<file path="src/rtl/csr_exec_unit.sv">
// csr_exec_unit
//   Execution end of the CSR issue path. Each cycle it accepts one issue packet,
//   reads the source physical register (PRF answers one cycle later, with a
//   same-cycle write-back bypass), performs the Zicsr read-modify-write on a
//   small local CSR file and broadcasts the old CSR value on the common
//   dest/valid result bus.
//
// Ports
//   clk, reset          clock, asynchronous active-low reset
//   issue_pkt           {valid, src_tag, inst_num, rsv, Rd, ALUOP, csr_data}
//   prf_raddr           PRF read tag (combinational from issue_pkt)
//   prf_rdata           PRF data, valid during the E1 cycle
//   wb_valid/dest/data  write-back bypass sampled in the E1 cycle
//   flush               kills the op in E1 and drops the packet being issued
//   CSR_result_*        one-cycle result broadcast (old CSR value)
//   CSR_illegal         illegal access flag, qualified by CSR_result_valid
module csr_exec_unit #(
  parameter int PHYS_W = 8,
  parameter int XLEN   = 32
) (
  input  logic                       clk,
  input  logic                       reset,
  input  logic [2*PHYS_W+2*XLEN+5:0] issue_pkt,
  output logic [PHYS_W-1:0]          prf_raddr,
  input  logic [XLEN-1:0]            prf_rdata,
  input  logic                       wb_valid,
  input  logic [PHYS_W-1:0]          wb_dest,
  input  logic [XLEN-1:0]            wb_data,
  input  logic                       flush,
  output logic                       CSR_result_valid,
  output logic [PHYS_W-1:0]          CSR_result_dest,
  output logic [XLEN-1:0]            CSR_result_data,
  output logic [XLEN-1:0]            CSR_result_inst_num,
  output logic                       CSR_illegal
);

  localparam int OP_LSB   = XLEN;
  localparam int RD_LSB   = XLEN + 4;
  localparam int RSV_BIT  = RD_LSB + PHYS_W;
  localparam int INST_LSB = RSV_BIT + 1;
  localparam int TAG_LSB  = INST_LSB + XLEN;
  localparam int VLD_BIT  = TAG_LSB + PHYS_W;

  localparam logic [XLEN-1:0] MSTATUS_MASK = XLEN'(32'h0000_0088);

  // ALUOP[1:0]: 1 = write, 2 = set, 3 = clear (ALUOP[2] selects the zimm form)
  function automatic logic [XLEN-1:0] rmw(input logic [1:0] kind,
                                          input logic [XLEN-1:0] old_v,
                                          input logic [XLEN-1:0] opnd_v);
    case (kind)
      2'b01:   rmw = opnd_v;
      2'b10:   rmw = old_v | opnd_v;
      default: rmw = old_v & ~opnd_v;
    endcase
  endfunction

  assign prf_raddr = issue_pkt[TAG_LSB +: PHYS_W];

  logic unused_pkt_bits;
  assign unused_pkt_bits = &{1'b0, issue_pkt[RSV_BIT], issue_pkt[XLEN-1:17]};

  // ---- p0 -> p1: issue packet captured into E1 ----
  logic              vld_p1_q, vld_p1_d;
  logic [PHYS_W-1:0] tag_p1_q, rd_p1_q;
  logic [3:0]        op_p1_q;
  logic [16:0]       csr_p1_q;
  logic [XLEN-1:0]   inst_p1_q;

  // a packet arriving together with a flush is dropped
  assign vld_p1_d = issue_pkt[VLD_BIT] & ~flush;

  always_ff @(posedge clk or negedge reset) begin
    if (!reset) vld_p1_q <= 1'b0;
    else        vld_p1_q <= vld_p1_d;
  end

  always_ff @(posedge clk) begin
    tag_p1_q  <= issue_pkt[TAG_LSB +: PHYS_W];
    inst_p1_q <= issue_pkt[INST_LSB +: XLEN];
    rd_p1_q   <= issue_pkt[RD_LSB +: PHYS_W];
    op_p1_q   <= issue_pkt[OP_LSB +: 4];
    csr_p1_q  <= issue_pkt[16:0];
  end

  // ---- E1: operand select, CSR read, RMW, legality ----
  logic [XLEN-1:0] mstatus_q, mie_q, mtvec_q, mscratch_q, mepc_q, mcause_q;
  logic [63:0]     cyc_q, cyc_d;
  logic [11:0]     addr;
  logic [XLEN-1:0] zimm, src_val, opnd, old_val, new_val;
  logic            op_ok, mapped, ro, suppress, illegal, res_vld, csr_we;

  assign cyc_d = cyc_q + 64'd1;

  always_comb begin
    addr = csr_p1_q[11:0];
    zimm = XLEN'(csr_p1_q[16:12]);
    if (tag_p1_q == '0)                          src_val = '0;
    else if (wb_valid && (wb_dest == tag_p1_q))  src_val = wb_data;
    else                                         src_val = prf_rdata;
    opnd     = op_p1_q[2] ? zimm : src_val;
    op_ok    = !op_p1_q[3] && (op_p1_q[1:0] != 2'b00);
    // set/clear with a zero operand source is a pure read
    suppress = (op_p1_q[1:0] != 2'b01) &&
               (op_p1_q[2] ? (zimm == '0) : (tag_p1_q == '0));
    mapped   = 1'b1;
    ro       = 1'b0;
    old_val  = '0;
    case (addr)
      12'h300: old_val = mstatus_q;
      12'h304: old_val = mie_q;
      12'h305: old_val = mtvec_q;
      12'h340: old_val = mscratch_q;
      12'h341: old_val = mepc_q;
      12'h342: old_val = mcause_q;
      12'hC00: begin old_val = cyc_q[31:0];  ro = 1'b1; end
      12'hC80: begin old_val = cyc_q[63:32]; ro = 1'b1; end
      default: mapped = 1'b0;
    endcase
    illegal = !op_ok || !mapped || (ro && !suppress);
    res_vld = vld_p1_q && !flush;
    csr_we  = res_vld && !illegal && !suppress;
    new_val = rmw(op_p1_q[1:0], old_val, opnd);
  end

  always_ff @(posedge clk or negedge reset) begin
    if (!reset) begin
      cyc_q      <= '0;
      mstatus_q  <= '0;
      mie_q      <= '0;
      mtvec_q    <= '0;
      mscratch_q <= '0;
      mepc_q     <= '0;
      mcause_q   <= '0;
    end else begin
      cyc_q <= cyc_d;
      if (csr_we) begin
        case (addr)
          12'h300: mstatus_q  <= new_val & MSTATUS_MASK;
          12'h304: mie_q      <= new_val;
          12'h305: mtvec_q    <= new_val;
          12'h340: mscratch_q <= new_val;
          12'h341: mepc_q     <= new_val;
          12'h342: mcause_q   <= new_val;
          default: ;
        endcase
      end
    end
  end

  // ---- p1 -> p2: result broadcast ----
  logic              res_vld_q, res_ill_q;
  logic [PHYS_W-1:0] res_dest_q;
  logic [XLEN-1:0]   res_data_q, res_inst_q;

  always_ff @(posedge clk or negedge reset) begin
    if (!reset) begin
      res_vld_q  <= 1'b0;
      res_ill_q  <= 1'b0;
      res_dest_q <= '0;
      res_data_q <= '0;
      res_inst_q <= '0;
    end else begin
      res_vld_q <= res_vld;
      res_ill_q <= res_vld && illegal;
      if (res_vld) begin
        res_dest_q <= rd_p1_q;
        res_data_q <= illegal ? '0 : old_val;
        res_inst_q <= inst_p1_q;
      end
    end
  end

  assign CSR_result_valid    = res_vld_q;
  assign CSR_illegal         = res_ill_q;
  assign CSR_result_dest     = res_dest_q;
  assign CSR_result_data     = res_data_q;
  assign CSR_result_inst_num = res_inst_q;

endmodule

</file>
<file path="config.mk">
export PLATFORM = sky130hd
export DESIGN_NAME = csr_exec_unit
export DESIGN_NICKNAME = d
export VERILOG_FILES = /design/src/rtl/csr_exec_unit.sv
export SDC_FILE = /design/constraint.sdc
export NUM_CORES = 1
export LEC_CHECK = 0
export ABC_AREA = 1
export CORE_UTILIZATION = 43
export CTS_CLUSTER_SIZE = 25
export DETAILED_ROUTE_END_ITERATION = 7
export PLACE_DENSITY = 0.72
export SETUP_SLACK_MARGIN = 0.5
export SYNTH_ARGS = -nofsm -noshare
export SYNTH_HDL_FRONTEND = slang
export SYNTH_SLANG_ARGS = --single-unit
</file>
<file path="constraint.sdc">
create_clock -name clk -period 3 [get_ports clk]
set_input_delay 0.6 -clock clk [delete_from_list [all_inputs] [get_ports clk]]
set_output_delay 0.6 -clock clk [all_outputs]
set_load 0.03 [all_outputs]
</file>
==> impl_summary.md <==
Clocking
The number of clock buffers added by TritonCTS is 41. The clock drives 370 sinks. At the later pin of the worst-skew pair, clock insertion delay measures 590 ps. The H-tree was split into 2 levels.

The longest clock path from root to sink contains 3 buffers. Clock tree synthesis selected as its root buffer the cell sky130_fd_sc_hd__clkbuf_16. The TritonCTS clock tree is yes. The number of buffers inserted by hold repair at cts is 0. After clock tree synthesis, the clock-pin slew on the worst setup and hold paths is 60 ps.

Pwr
The power density over the cells is 513 mW/mm^2. The leakage power of the design is between 10 and 15 nW. The worst-case IR drop observed on VDD is about 0.5 mV.

Setup path
The longest individual stage delay on the worst path is 320 ps. The kind of start point of the critical path is a register. Counting buffers and inverters, the worst setup path is 12 cells deep. The worst setup path is of the reg -> reg kind. The kind of cell with the highest combined delay along the critical path is simple AND/OR/NAND/NOR gates. The register-to-register path setup slack is ~590 ps. Traced cell by cell, the critical path runs through nor2_2, nand2_2, nor2_4, buf_12, nand3_1, o21ai_0, nor2_1, nand2_1, nand2_1, nand3_1, nand3_1, nand2_1.

The number of buffer and inverter stages on the critical path is 1. The capturing element type of the critical path is a register. The largest fanout on the critical path is 30. The data arrival at the endpoint of the critical path is 2900 ps.

The slowest cell on the critical path is sky130_fd_sc_hd__dfxtp_1. Counting cells, the worst reg-to-reg path comes to 12. The data required time at the worst endpoint is roughly 3500 ps.

Logic synthesis
The register area share after synthesis is approximately half. Dividing the synthesized area by the synthesized cell count gives 7.59 sq um. After synthesis, the share of flip-flops with an asynchronous set or reset is 81.4%. Yosys mapped the design onto 32 distinct sky130hd cell types. The cell count after synthesis came out at roughly 2400. After synthesis the cells add up to 0.0181 sq mm. Yosys printed 0 warnings. The number of register bits inferred by synthesis is 370. The dominant register cell in the synthesized netlist is sky130_fd_sc_hd__dfrtp_1. In this run, synthesis inferred 0 flip-flops with an integrated enable. The post-synth net total is 2548.

STA
For the pin with the worst max-slew slack, the measured transition is between 800 and 900 ps. The total negative slack is 0 ps. Setup violations remaining at the end of the flow were counted as 0.

The clock tree skew after final layout is 31.0 ps. The portion of the clock cycle consumed by the worst path in the final layout is 80.2%. Setup repair after global routing could not meet its margin everywhere. Headroom to the max-slew limit came out at 45.7%. The upper clock frequency limit is just over 400 MHz.

The clock period minus worst slack is 2410 ps. The number of hold-slack violations in the final timing report came to 0. The final number of max-transition violations is 0.

Cells and area
The leading cell type in the layout, fill and taps excluded is sky130_fd_sc_hd__nand2_1. The final-stage net count is 2760. In the layout the commonest cells are sky130_fd_sc_hd__nand2_1, sky130_fd_sc_hd__nand3_1, sky130_fd_sc_hd__dfrtp_1.

The post-route netlist has 6.74% of its cells at a drive strength greater than 1. The layout has between 3000 and 4000 filler cells. Summing all multi-input logic gate instances after layout gives 0.00804 sq mm. The synthesis-to-layout area growth is 25.1%.

In the final layout, flip-flops and latches occupy 0.00891 sq mm. The finished cells cover ~0.023 sq mm.

Placement
The number of port buffers is 227. The placement-stage cell area is 0.0211 sq mm. Routability-driven placement finished with a final weighted congestion of 0.981. The estimated wirelength of the detail-placed design is approximately 42000 microns.

Detailed routing
For this block, the via count after detailed routing is 17500. In this run the remaining antenna-violating nets after routing total 0. The final layout contains routed wiring with a total length of 59900 microns.

For this run, the detailed router's first-pass iteration total came to 8. The violation count after the first detailed-route iteration is 1586. After detailed routing, the number of remaining DRC violations is 0. After detailed routing, the number of vias per cell comes to 5.54. In the final routed layout, each cell accounts on average for 19.0 microns.

Die
Measured along the y axis, the die boundary spans 207 microns. The starting density of the core is between 40% and 50%. The number of top-level pins is 244. The overall die area is ~0.043 sq mm.

In this run the standard cell core region covers 0.0411 sq mm. The die is 207 microns wide. The floorplan has 74 rows.

Hold path
The min-delay analysis places its worst path in the category in -> async.

GRT
Entering global routing, the biggest net connects 92 pins. The sum of overflow across all layers after global routing is 0. The via count of the first global-routing pass is approximately 18000. The first-pass GRT wire length is 95100 microns. Global routing used 28.0% of the available tracks. The number of antenna violations at the first check in global routing is 2.

Flow run
The max-cap check violation count is 0.

Outcome
The flow ran to the end, and the final reports show no timing, DRC or antenna violations.
final timing paths:
check / start / endpoint
setup / recovery: csr_p1_q[5] / mscratch_q[17]
hold / removal: reset / mepc_q[9]
setup reg to reg: csr_p1_q[5] / mscratch_q[17]
hold reg to reg: inst_p1_q[19] / CSR_result_inst_num[19]
max in group asynchronous: reset / cyc_q[47]
min in group clk: inst_p1_q[19] / CSR_result_inst_num[19]
cells in the mapped netlist (all sizes together), types with 3 or more instances:
master	number	area share (%)
o21ai	20	0.55
a22o	32	1.6
nand2	820	17
nor3	25	0.69
inv	180	3.7
clkbuf	71	1.5
ha	4	0.28
buf	49	1.4
nor4	8	0.28
xnor2	13	0.63
a21oi	17	0.47
dfxtp	69	7.6
xor2	50	2.4
nand4	105	3.8
nor2	189	4.2
dfrtp	301	42
nand3b	11	0.46
or2	3	0.10
nand3	411	11
layout make-up:
cell class / instances / area share (%)
sequential: 370 / 39.4
multi-input combinational: 1711 / 35.6
timing repair buffer: 289 / 12.8
clock buffer: 64 / 5.50
inverter: 181 / 3.07
tap: 532 / 2.94
clock inverter: 12 / 0.620
antenna: 3 / 0.0332
repair_timing:
item                                    in CTS  in global routing
setup buffers                                0                  7
endpoints found under the setup margin     190                207
resized for setup                           10                 16
pin swaps                                    0                  2
worst register-to-register path: cells and delay by family (launching register included):
kind	cells	cell delay, ps
AND/OR/NAND/NOR	10	1560
flip-flops	1	320
AO/OA/AOI/OAI	1	250
buffers and inverters	1	200
where the power goes:
group / internal (mW) / switching, mW
Clock: 3.04 / 2.12
Sequential: 5.11 / 0.0747
Combinational: 0.466 / 0.784
Total: 8.62 / 2.98
registers in the layout, summed over array words and instances (netlist names):
name	flops
op_p1_q	4
mepc_q	32
csr_p1_q	17
tag_p1_q	8
mtvec_q	32
mie_q	32
inst_p1_q	32
CSR_result_valid	1
rd_p1_q	8
CSR_result_inst_num	32
CSR_result_data	32
CSR_illegal	1
mstatus_q	2
cyc_q	64
mscratch_q	32
CSR_result_dest	8
vld_p1_q	1
mcause_q	32
cells by family (layout without fill, tap and decap cells):
kind of cell | count (synthesis) | count (layout) | share of synthesized area [%]
xor+xnor | 63 | 63 | 3.05
other cells | 0 | 3 | 0
flops | 370 | 370 | 49.3
buf+inv | 301 | 546 | 6.67
simple gates | 1573 | 1573 | 38.0
fa+ha+maj | 4 | 4 | 0.277
compound gates | 71 | 71 | 2.66
stage by stage:
stage	power (mW)	worst slack [ps]	utilization, %	hold slack, ps	std cells
floorplan	5.86	934	-	304	2382
global placement	6.49	320	51.2	410	3076
detailed placement	6.51	291	51.2	415	3076
CTS	11.7	524	54.7	80.3	3152
global route	12.0	437	55.0	133	3162
finish	11.6	595	55.0	44.0	3162
routing by layer:
metal	vias to the layer above	routed length, microns	share of wire [%]	global-route usage, %
met2	905	28700	48	45.8
met3	184	5330	8.9	5.32
met4	0	3190	5.3	16.3
met5	-	0	0	0
met1	8283	22700	38	34.7
li1	8143	-	-	-
Power figures use the tool's default switching activity.
